<file path="src/rtl/maze_pkg.sv">
// Shared encodings for the maze walker datapath: direction codes, FSM states,
// and the packed-location width helper.
package maze_pkg;

  localparam logic [1:0] DIR_Y_DEC = 2'b00;
  localparam logic [1:0] DIR_X_INC = 2'b01;
  localparam logic [1:0] DIR_X_DEC = 2'b10;
  localparam logic [1:0] DIR_Y_INC = 2'b11;

  typedef enum logic [1:0] {
    ST_IDLE   = 2'd0,
    ST_WALK   = 2'd1,
    ST_REPLAY = 2'd2
  } state_e;

  // A location packs {X,Y}, so it is twice the coordinate width.
  function automatic int unsigned loc_w(input int unsigned coord_w);
    return 2 * coord_w;
  endfunction

endpackage

</file>
<file path="src/rtl/maze_path_stack.sv">
// Bounded LIFO of walked cells with push/pop at the top and a separate
// indexed read port used to replay the path bottom-to-top.
module maze_path_stack #(
  parameter  int unsigned DEPTH = 64,
  parameter  int unsigned WIDTH = 8,
  localparam int unsigned CNT_W = $clog2(DEPTH + 1),
  localparam int unsigned AW    = $clog2(DEPTH)
) (
  input  logic             clk,
  input  logic             rst,
  input  logic             clr,
  input  logic             push,
  input  logic             pop,
  input  logic [WIDTH-1:0] push_data,
  input  logic [CNT_W-1:0] rd_addr,
  output logic [WIDTH-1:0] top_data_c,
  output logic [WIDTH-1:0] rd_data_c,
  output logic [CNT_W-1:0] count,
  output logic             empty_c,
  output logic             full_c
);

  logic [WIDTH-1:0] mem_q [DEPTH];
  logic [CNT_W-1:0] count_q, count_d;
  logic             do_push;

  assign empty_c = (count_q == '0);
  assign full_c  = (count_q == CNT_W'(DEPTH));
  assign do_push = push && !full_c && !clr;
  assign count   = count_q;

  always_comb begin
    count_d = count_q;
    if (clr)                  count_d = '0;
    else if (do_push)         count_d = count_q + CNT_W'(1);
    else if (pop && !empty_c) count_d = count_q - CNT_W'(1);
  end

  always_ff @(posedge clk or negedge rst) begin
    if (!rst) count_q <= '0;
    else      count_q <= count_d;
  end

  // Storage carries no reset: slots above count are never read.
  always_ff @(posedge clk) begin
    if (do_push) mem_q[AW'(count_q)] <= push_data;
  end

  assign top_data_c = mem_q[AW'(count_q - CNT_W'(1))];
  assign rd_data_c  = (rd_addr < CNT_W'(DEPTH)) ? mem_q[AW'(rd_addr)] : '0;

endmodule

</file>
<file path="src/rtl/maze_walker_dp.sv">
// Mouse location datapath: current cell, neighbour/edge logic, path stack
// with backtracking, and a valid/ready replay of the walked path.
module maze_walker_dp
  import maze_pkg::*;
#(
  parameter  int unsigned COORD_W = 4,
  parameter  int unsigned DEPTH   = 64,
  localparam int unsigned CNT_W   = $clog2(DEPTH + 1),
  localparam int unsigned LOC_W   = loc_w(COORD_W)
) (
  input  logic             clk,
  input  logic             rst,
  input  logic             start,
  input  logic [LOC_W-1:0] start_loc,
  input  logic [1:0]       dir,
  input  logic             step,
  input  logic             back,
  input  logic             finish,
  output logic [LOC_W-1:0] cur_loc,
  output logic [LOC_W-1:0] nxt_loc,
  output logic             edge_c,
  output logic             empty,
  output logic             full,
  output logic [CNT_W-1:0] count,
  output logic             ovf,
  output logic             unf,
  output logic             path_valid,
  input  logic             path_ready,
  output logic [LOC_W-1:0] path_loc,
  output logic             path_last,
  output logic             busy
);

  state_e             state_q, state_d;
  logic [LOC_W-1:0]   cur_q, cur_d;
  logic               ovf_q, ovf_d, unf_q, unf_d;
  logic [CNT_W-1:0]   idx_q, idx_d, idx_nxt;
  logic               pv_q, pv_d, plast_q, plast_d, busy_q, busy_d;
  logic [LOC_W-1:0]   pl_q, pl_d;

  logic               st_clr, st_push, st_pop;
  logic [CNT_W-1:0]   rd_addr, st_count;
  logic [LOC_W-1:0]   top_data, rd_data;
  logic               st_empty, st_full;

  logic [COORD_W-1:0] cur_x, cur_y, nx, ny;
  logic               at_edge;

  maze_path_stack #(.DEPTH(DEPTH), .WIDTH(LOC_W)) u_stack (
    .clk        (clk),
    .rst        (rst),
    .clr        (st_clr),
    .push       (st_push),
    .pop        (st_pop),
    .push_data  (cur_q),
    .rd_addr    (rd_addr),
    .top_data_c (top_data),
    .rd_data_c  (rd_data),
    .count      (st_count),
    .empty_c    (st_empty),
    .full_c     (st_full)
  );

  assign cur_x = cur_q[LOC_W-1:COORD_W];
  assign cur_y = cur_q[COORD_W-1:0];

  // Neighbour in dir; an edge move leaves the location unchanged.
  always_comb begin
    at_edge = 1'b0;
    nx      = cur_x;
    ny      = cur_y;
    unique case (dir)
      DIR_Y_DEC: begin at_edge = (cur_y == '0); ny = cur_y - COORD_W'(1); end
      DIR_X_INC: begin at_edge = (cur_x == '1); nx = cur_x + COORD_W'(1); end
      DIR_X_DEC: begin at_edge = (cur_x == '0); nx = cur_x - COORD_W'(1); end
      default:   begin at_edge = (cur_y == '1); ny = cur_y + COORD_W'(1); end
    endcase
  end

  assign edge_c  = at_edge;
  assign nxt_loc = at_edge ? cur_q : {nx, ny};
  assign idx_nxt = idx_q + CNT_W'(1);

  always_comb begin
    state_d = state_q;
    cur_d   = cur_q;
    ovf_d   = ovf_q;
    unf_d   = unf_q;
    idx_d   = idx_q;
    pv_d    = pv_q;
    pl_d    = pl_q;
    plast_d = plast_q;
    st_clr  = 1'b0;
    st_push = 1'b0;
    st_pop  = 1'b0;
    rd_addr = '0;
    if (start) begin
      state_d = ST_WALK;
      cur_d   = start_loc;
      ovf_d   = 1'b0;
      unf_d   = 1'b0;
      idx_d   = '0;
      pv_d    = 1'b0;
      plast_d = 1'b0;
      st_clr  = 1'b1;
    end else begin
      unique case (state_q)
        ST_WALK: begin
          if (finish) begin
            // Preload the first beat so path_valid rises the next cycle.
            state_d = ST_REPLAY;
            idx_d   = '0;
            pv_d    = 1'b1;
            pl_d    = st_empty ? cur_q : rd_data;
            plast_d = st_empty;
          end else if (back) begin
            if (st_empty) unf_d = 1'b1;
            else begin
              st_pop = 1'b1;
              cur_d  = top_data;
            end
          end else if (step && !at_edge) begin
            if (st_full) ovf_d = 1'b1;
            else begin
              st_push = 1'b1;
              cur_d   = {nx, ny};
            end
          end
        end
        ST_REPLAY: begin
          if (pv_q && path_ready) begin
            if (plast_q) begin
              state_d = ST_IDLE;
              pv_d    = 1'b0;
              plast_d = 1'b0;
              st_clr  = 1'b1;
            end else begin
              rd_addr = idx_nxt;
              idx_d   = idx_nxt;
              pl_d    = (idx_nxt == st_count) ? cur_q : rd_data;
              plast_d = (idx_nxt == st_count);
            end
          end
        end
        default: ;
      endcase
    end
    busy_d = (state_d != ST_IDLE);
  end

  always_ff @(posedge clk or negedge rst) begin
    if (!rst) begin
      state_q <= ST_IDLE;
      cur_q   <= '0;
      ovf_q   <= 1'b0;
      unf_q   <= 1'b0;
      idx_q   <= '0;
      pv_q    <= 1'b0;
      pl_q    <= '0;
      plast_q <= 1'b0;
      busy_q  <= 1'b0;
    end else begin
      state_q <= state_d;
      cur_q   <= cur_d;
      ovf_q   <= ovf_d;
      unf_q   <= unf_d;
      idx_q   <= idx_d;
      pv_q    <= pv_d;
      pl_q    <= pl_d;
      plast_q <= plast_d;
      busy_q  <= busy_d;
    end
  end

  assign cur_loc    = cur_q;
  assign count      = st_count;
  assign empty      = st_empty;
  assign full       = st_full;
  assign ovf        = ovf_q;
  assign unf        = unf_q;
  assign path_valid = pv_q;
  assign path_loc   = pl_q;
  assign path_last  = plast_q;
  assign busy       = busy_q;

endmodule

</file>
<file path="config.mk">
export PLATFORM = sky130hd
export DESIGN_NAME = maze_walker_dp
export DESIGN_NICKNAME = d
export VERILOG_FILES = /design/src/rtl/maze_pkg.sv /design/src/rtl/maze_path_stack.sv /design/src/rtl/maze_walker_dp.sv
export SDC_FILE = /design/constraint.sdc
export NUM_CORES = 1
export LEC_CHECK = 0
export BUFFER_PORTS_ARGS = -buffer_cell sky130_fd_sc_hd__clkbuf_2
export CAP_MARGIN = 20
export CORE_MARGIN = 2
export CORE_UTILIZATION = 45
export CTS_CLUSTER_DIAMETER = 100
export CTS_CLUSTER_SIZE = 40
export DETAILED_ROUTE_END_ITERATION = 10
export RECOVER_POWER = 100
export SLEW_MARGIN = 20
export SYNTH_ARGS = -nofsm -noshare
export SYNTH_HDL_FRONTEND = slang
export SYNTH_SLANG_ARGS = --single-unit
</file>
<file path="constraint.sdc">
create_clock -name clk -period 6 [get_ports clk]
set_clock_uncertainty 0.2 [all_clocks]
set_input_delay 1.2 -clock clk [delete_from_list [all_inputs] [get_ports clk]]
set_output_delay 1.2 -clock clk [all_outputs]
set_load 0.01 [all_outputs]
</file>
==> reports/qor_table.md, run 1 <==
| Metric | Value | Unit |
|:---|:---|:---|
| Post-CTS Hold Buffers | 0 | - |
| Largest cells by area after synthesis | sky130_fd_sc_hd__edfxtp_1, sky130_fd_sc_hd__mux4_2, sky130_fd_sc_hd__dfrtp_1 | - |
| Half-perimeter wire length after detailed placement | 63870 | µm |
| Fill cell instance count of the final layout | 5377 | - |
| Buffer cell driving the clock tree root | sky130_fd_sc_hd__clkbuf_16 | - |
| Data arrival time of the critical path | 3.86 | ns |
| Die boundary height | 254.3 | µm |
| Summed negative setup slack over all endpoints | 0 | ns |
| Clock Tree Buf Depth | 3 | - |
| Total count of max-transition violations in the final report | 457 | - |
| Wire length reported by the detailed router | 97960 | µm |
| Clk Latency, worst-skew pair | 0.62 | ns |
| Drt first pass iters | 8 | - |
| Number of antenna-violating nets in the routed design | 0 | - |
| Cell Pwr Density | 341.5 | mW/mm² |
| Max-slew headroom at the worst pin | -64.77 | % |
| Internal power contribution | 0.006571 | W |
| Max-capacitance violation count | 15 | - |
| DRC errors left | 0 | - |
| Classification of the worst setup path | register to primary output | - |
| Critical hold path startpoint | unf | - |
| Avg Synthesized Cell Area | 13.52 | µm² |
| Largest net degree at the start of global routing | 136 | - |
| Cell Count, Final, Fillers Out | 2948 | - |
| Proportion of netlist area held by the largest area contributor | 54.56 | % |
| Routed len/inst | 33.23 | µm |
| Worst R2R Setup Slack | 0.77 | ns |
| Number of cells in the design after placement | 2908 | - |
| Worst-path fanout max | 43 | - |
| Met2 WL | 44170 | µm |
| Final period demand of the worst path | 5.261 | ns |
| Worst Hold Path EP | unf | - |
| Combinational Power Share | 30.0 | % |
| Number of antenna violations at the first check in global routing | 5 | - |
| Kind of end point of the critical path | primary output | - |
| Share of the clock period used by the worst path | 87.68 | % |
| Sw Pwr | 0.003735 | W |
| Upper clock frequency limit | 190.1 | MHz |
| Data required time at the worst endpoint | 4.60 | ns |
| Fraction of power consumed by sequential logic | 48.9 | % |
| Violated checks | max-capacitance violations, max-slew violations | - |
| First-iteration detailed-routing DRC count | 3328 | - |
| Placer's final routability congestion estimate | 0.9406 | - |
| Starting utilization of the core area | 45.58 | % |
| Total leakage power | 9.436 | nW |
| Met1 layer wirelength in the final routing | 37940 | µm |
| Total setup violations reported at the end of the flow | 0 | - |
| Global Route Usage Sum | 30.13 | % |
| Synthesized area | 0.02818 | mm² |
| Hold crit path type | register to register | - |
| R2r startpoint | state_q[0] | - |
| Nets | 2126 | - |
| Unrepaired setup endpoints after global routing | no | - |
| Count of state elements after synthesis | 549 | - |
| Number of standard cells after synthesis | 2084 | - |
| Number of vias per cell | 6.919 | - |
| Wire length on met3 | 11570 | µm |
| Worst reg2reg endpoint | path_loc[2] | - |
| Cts bufs inserted | 22 | - |
| Actual transition at the worst max-transition pin | 2.472 | ns |
| Min-Delay Path Depth | 2 | - |
| Post-synthesis net count | 2115 | - |
| Post-CTS sizing | 0 | - |
| Core ar. | 0.06183 | mm² |
| Number of clock sinks seen by CTS | 549 | - |
| Worst ir drop on vdd | 0.2144 | mV |
| Most used DFF post-synth | sky130_fd_sc_hd__edfxtp_1 | - |
| Top-Level Pins | 56 | - |
| Count of synthesis-stage warnings from yosys | 0 | - |
| H-Tree Depth | 1 | - |
| Count of input and output buffers | 55 | - |
| Fin. Hold Viols | 0 | - |
| Most common cell after layout, fill and taps aside | sky130_fd_sc_hd__edfxtp_1 | - |
| Floorplan die width | 254.3 | µm |
| Wire length of the first global-routing pass | 140600 | µm |
| Number of vias after detailed routing | 20397 | - |
| Result of the run | complete, but fails checks | - |
| Area grow syn2layout | 7.081 | % |
| Setup repair bufs after CTS | 0 | - |
| Sw frac | 36.24 | % |
| Number of library cell types mapped by synthesis | 81 | - |
| Proportion of synthesized chip area in sequential cells | 57.84 | % |
| CTS tree | done | - |
| Worst reg2reg path depth | 8 | - |
| WHS | 0.3129 | ns |
| Worst path setup slack after routing | 0.7392 | ns |
| Async set-or-reset flop fraction in the synthesized netlist | 6.740 | % |
| Startpoint class of the critical path | register | - |
| Clock group share of total power | 21.1 | % |
| Most frequent cells in the layout | sky130_fd_sc_hd__edfxtp_1, sky130_fd_sc_hd__nand2_1, sky130_fd_sc_hd__mux4_2, sky130_fd_sc_hd__nor2_1, sky130_fd_sc_hd__o21ai_0 | - |
| Highest routed layer | met4 | - |
| Post-layout power | 0.01031 | W |
| Number of global-route vias before repair | 19594 | - |
| Worst slack, placed | 0.7335 | ns |
| Clock slew at reported path FFs | 0.13 | ns |
| Cell type contributing the most total cell area after synthesis | sky130_fd_sc_hd__edfxtp_1 | - |
| Total congestion overflow after global routing | 0 | - |
| Layout cells sized above 1 | 16.41 | % |
| EDFF count, synth | 512 | - |
| Die footprint | 0.06465 | mm² |
| Std cell rows | 91 | - |
==> sequential cells by signal, summed over array words and instances, names as in the netlist <==
register / cells
u_stack.mem_q: 512
cur_loc: 8
path_loc: 8
idx_q: 7
u_stack.count: 7
state_q: 2
busy: 1
ovf: 1
path_last: 1
path_valid: 1
unf: 1
==> cells in the mapped netlist, types with 16 or more instances <==
cell,number
sky130_fd_sc_hd__edfxtp_1,512
sky130_fd_sc_hd__nand2_1,214
sky130_fd_sc_hd__mux4_2,161
sky130_fd_sc_hd__nor2_1,112
sky130_fd_sc_hd__nand3_1,103
sky130_fd_sc_hd__o21ai_0,102
sky130_fd_sc_hd__buf_2,92
sky130_fd_sc_hd__a21oi_1,66
sky130_fd_sc_hd__clkbuf_1,59
sky130_fd_sc_hd__and3_1,53
sky130_fd_sc_hd__mux2i_1,50
sky130_fd_sc_hd__a211oi_1,40
sky130_fd_sc_hd__mux2_2,38
sky130_fd_sc_hd__dfrtp_1,37
sky130_fd_sc_hd__a31oi_1,35
sky130_fd_sc_hd__nor3_1,27
sky130_fd_sc_hd__inv_1,24
sky130_fd_sc_hd__o211ai_1,20
sky130_fd_sc_hd__and3b_1,16
==> power by group through the flow <==
stage	logic (W)	registers, W	clock network, W
floorplan	0.00165	0.00517	0
global placement	0.00307	0.00508	0
detailed placement	0.00309	0.00509	0
CTS	0.00309	0.00500	0.00219
global route	0.00323	0.00505	0.00229
finish	0.00309	0.00504	0.00218
==> logic make-up after synthesis <==
kind of cell               count (synthesis)  synth area share (%)
muxes                                    249                 16.16
xor gates and xnor gates                  28                 1.097
DFF                                      549                 57.84
adders and majority gates                 14                0.6748
AOI/OAI and AO/OA                        438                 10.62
buffers and inverters                    205                 3.423
and+or+nand+nor                          601                 10.18
==> worst max-delay path, stage by stage (launching register included) <==
cell	delay, ns
sky130_fd_sc_hd__dfrtp_1	1.46
sky130_fd_sc_hd__clkbuf_1	1.40
sky130_fd_sc_hd__xor2_1	0.20
sky130_fd_sc_hd__clkbuf_1	0.18
==> per-layer routing <==
metal / vias up / track usage [%]
met4: 0 / 11.95
met3: 223 / 6.756
li1: 8287 / -
met5: - / 0
met1: 10431 / 41.68
met2: 1456 / 46.44
==> area by class of cell <==
cell class / instances / area (µm²) / area share [%]
repair buffers: 168 / 924.6 / 3.064
diodes: 3 / 7.507 / 0.02488
clock inverters: 14 / 255.2 / 0.8458
inverters: 24 / 90.09 / 0.2985
multi-input cells: 1330 / 10970 / 36.34
flip-flops and latches: 549 / 16310 / 54.05
well taps: 837 / 1047 / 3.470
clock buffers: 23 / 575.6 / 1.907
==> how the worst max path moves through the flow <==
stage | startpoint | slack [ns] | end
floorplan | dir[0] | 1.95 | nxt_loc[3]
global placement | dir[0] | 0.81 | u_stack.mem_q[4][0]
detailed placement | dir[0] | 0.73 | u_stack.mem_q[28][3]
CTS | cur_loc[1] | 1.23 | u_stack.mem_q[28][3]
global route | u_stack.count[0] | 0.51 | cur_loc[2]
finish | cur_loc[7] | 0.74 | nxt_loc[7]
==> stage by stage <==
stage               area (µm²)  utilization, %
global placement         29640           47.94
CTS                      30470           49.28
floorplan                28180               -
global route             30170           48.80
finish                   30180           48.81
detailed placement       29640           47.94
(Power assumes the default switching activity.)
==> run 2, diff against run 1 <==
--- a/config.mk
+++ b/config.mk
@@ -13,6 +13,7 @@
 export CTS_CLUSTER_SIZE = 40
 export DETAILED_ROUTE_END_ITERATION = 10
 export RECOVER_POWER = 100
+export REMOVE_ABC_BUFFERS = 1
 export SLEW_MARGIN = 20
 export SYNTH_ARGS = -nofsm -noshare
 export SYNTH_HDL_FRONTEND = slang
==> reports/qor_table.md, run 2 (synthesis results as in run 1) <==
| Metric | Value | Unit | Change |
|:---|:---|:---|:---|
| Number of vias per cell | 6.943 | - | was 6.919 |
| Hold crit path type | register to register | - | unchanged |
| R2r startpoint | state_q[0] | - | unchanged |
| Number of clock sinks seen by CTS | 549 | - | unchanged |
| Cts bufs inserted | 23 | - | was 22 |
| Max-capacitance violation count | 12 | - | was 15 |
| Number of global-route vias before repair | 19546 | - | was 19594 |
| Post-CTS Hold Buffers | 0 | - | unchanged |
| Number of flip-flops under the largest register name | 512 | - | unchanged |
| Nets | 2113 | - | was 2126 |
| Count of input and output buffers | 55 | - | unchanged |
| Most frequent cells in the layout | sky130_fd_sc_hd__edfxtp_1, sky130_fd_sc_hd__nand2_1, sky130_fd_sc_hd__mux4_2, sky130_fd_sc_hd__nor2_1, sky130_fd_sc_hd__o21ai_0 | - | unchanged |
| First-iteration detailed-routing DRC count | 3324 | - | was 3328 |
| Wire length reported by the detailed router | 96420 | µm | was 97960 µm |
| Fin. Hold Viols | 0 | - | unchanged |
| Routed len/inst | 32.85 | µm | was 33.23 µm |
| Cell Count, Final, Fillers Out | 2935 | - | was 2948 |
| Unrepaired setup endpoints after global routing | no | - | unchanged |
| Drt first pass iters | 8 | - | unchanged |
| Std cell rows | 91 | - | unchanged |
| CTS tree | done | - | unchanged |
| Violated checks | max-capacitance violations, max-slew violations | - | unchanged |
| Worst ir drop on vdd | 0.2160 | mV | was 0.2144 mV |
| Clock Tree Buf Depth | 3 | - | unchanged |
| Worst Hold Path EP | ovf | - | was unf |
| Min-Delay Path Depth | 2 | - | unchanged |
| Worst reg2reg path depth | 10 | - | was 8 |
| Most common cell after layout, fill and taps aside | sky130_fd_sc_hd__edfxtp_1 | - | unchanged |
| Data arrival time of the critical path | 5.38 | ns | was 3.86 ns |
| Placement Cell Area | 0.02955 | mm² | was 0.02964 mm² |
| Setup repair bufs after CTS | 0 | - | unchanged |
| Total congestion overflow after global routing | 0 | - | unchanged |
| Worst-path fanout max | 19 | - | was 43 |
| Number of antenna violations at the first check in global routing | 0 | - | was 5 |
| Die footprint | 0.06465 | mm² | unchanged |
| Max-slew headroom at the worst pin | -120.3 | % | was -64.77% |
| Post-layout power | 0.01031 | W | about the same |
| Total count of max-transition violations in the final report | 511 | - | was 457 |
| Area grow syn2layout | 6.975 | % | was 7.081% |
| Floorplan die width | 254.3 | µm | unchanged |
| Half-perimeter wire length after detailed placement | 63090 | µm | was 63870 µm |
| Worst R2R Setup Slack | 0.88 | ns | was 0.77 ns |
| Buffer cell driving the clock tree root | sky130_fd_sc_hd__clkbuf_16 | - | unchanged |
| Starting utilization of the core area | 45.58 | % | unchanged |
| Die boundary height | 254.3 | µm | unchanged |
| Total setup violations reported at the end of the flow | 0 | - | unchanged |
| Clk Latency, worst-skew pair | 0.62 | ns | about the same |
| Number of cells in the design after placement | 2894 | - | was 2908 |
| Worst reg2reg endpoint | path_loc[4] | - | was path_loc[2] |
| Kind of end point of the critical path | register | - | was primary output |
| Top register by number of flip-flops | u_stack.mem_q | - | unchanged |
| Upper clock frequency limit | 195.1 | MHz | was 190.1 MHz |
| Largest net degree at the start of global routing | 136 | - | unchanged |
| Total leakage power | 9.428 | nW | was 9.436 nW |
| Share of the clock period used by the worst path | 85.41 | % | was 87.68% |
| Data required time at the worst endpoint | 6.26 | ns | was 4.60 ns |
| Clock slew at reported path FFs | 0.13 | ns | about the same |
| Wire length of the first global-routing pass | 139600 | µm | was 140600 µm |
| Global Route Usage Sum | 29.82 | % | was 30.13% |
| Top-Level Pins | 56 | - | unchanged |
| Core ar. | 0.06183 | mm² | unchanged |
| Post-route design area | 0.03015 | mm² | was 0.03018 mm² |
| Final period demand of the worst path | 5.125 | ns | was 5.261 ns |
| Result of the run | complete, but fails checks | - | unchanged |
| Number of vias after detailed routing | 20377 | - | was 20397 |
| Cell Pwr Density | 342.0 | mW/mm² | was 341.5 mW/mm² |
| Summed negative setup slack over all endpoints | 0 | ns | unchanged |
| Layout cells sized above 1 | 16.31 | % | was 16.41% |
| H-Tree Depth | 1 | - | unchanged |
| Actual transition at the worst max-transition pin | 3.305 | ns | was 2.472 ns |
| Post-CTS sizing | 0 | - | unchanged |
| Classification of the worst setup path | register to register | - | was register to primary output |
| Critical hold path startpoint | ovf | - | was unf |
| DRC errors left | 0 | - | unchanged |
| Placer's final routability congestion estimate | 0.9340 | - | was 0.9406 |
| Startpoint class of the critical path | register | - | unchanged |
| Number of antenna-violating nets in the routed design | 0 | - | unchanged |
## run 2: worst max-delay path, stage by stage (launching register included)
cell                      delay (ns)
sky130_fd_sc_hd__dfrtp_1        0.42
sky130_fd_sc_hd__inv_1          0.07
sky130_fd_sc_hd__ha_1           0.75
sky130_fd_sc_hd__inv_1          0.56
sky130_fd_sc_hd__nor2_2         0.51
sky130_fd_sc_hd__buf_4          0.34
sky130_fd_sc_hd__nand2_1        0.40
sky130_fd_sc_hd__a41oi_1        0.36
sky130_fd_sc_hd__a31oi_1        0.11
sky130_fd_sc_hd__o41ai_1        1.00
sky130_fd_sc_hd__o21ai_0        0.22
## run 2: per-stage QoR
step	setup slack (ns)	hold WS (ns)	util, %
global placement	0.9886	0.2786	47.79
global route	0.5252	0.3576	48.76
finish	0.8753	0.3083	48.76
CTS	1.178	0.3189	49.19
floorplan	-4.199	0.2913	-
detailed placement	0.8942	0.2859	47.79
## run 2: area by class of cell
| cell class | instances | area, µm² |
|---|---|---|
| timing repair buffer | 154 | 878.3 |
| multi-input combinational | 1330 | 10950 |
| clock inverter | 16 | 289.0 |
| tap | 837 | 1047 |
| fill | 5298 | 31680 |
| clock buffer | 24 | 579.3 |
| antenna | 1 | 2.502 |
| inverter | 24 | 90.09 |
| sequential | 549 | 16310 |
## run 2: power by group
part,switching (W),internal (W)
Sequential,0.000258,0.00478
Combinational,0.00205,0.00101
Clock,0.00139,0.000815
Total,0.00371,0.00661
## run 2: how the worst max path moves through the flow
stage / start / cells after the start / slack [ns] / to
finish: state_q[0] / 10 / 0.88 / path_loc[4]
global route: u_stack.count[0] / 8 / 0.53 / path_loc[0]
CTS: cur_loc[2] / 8 / 1.18 / nxt_loc[3]
detailed placement: start / 9 / 0.89 / path_loc[4]
global placement: start / 9 / 0.99 / path_loc[4]
floorplan: u_stack.count[0] / 8 / -4.20 / cur_loc[0]
## run 2: per-layer routing
layer,up-vias,routed length [µm],GRT usage [%],part of all wire (%)
met4,0,3758,9.328,3.9
met3,193,10910,4.256,11
met1,10423,38160,43.31,40
li1,8271,-,-,-
met2,1490,43590,46.64,45
met5,-,0,0,0
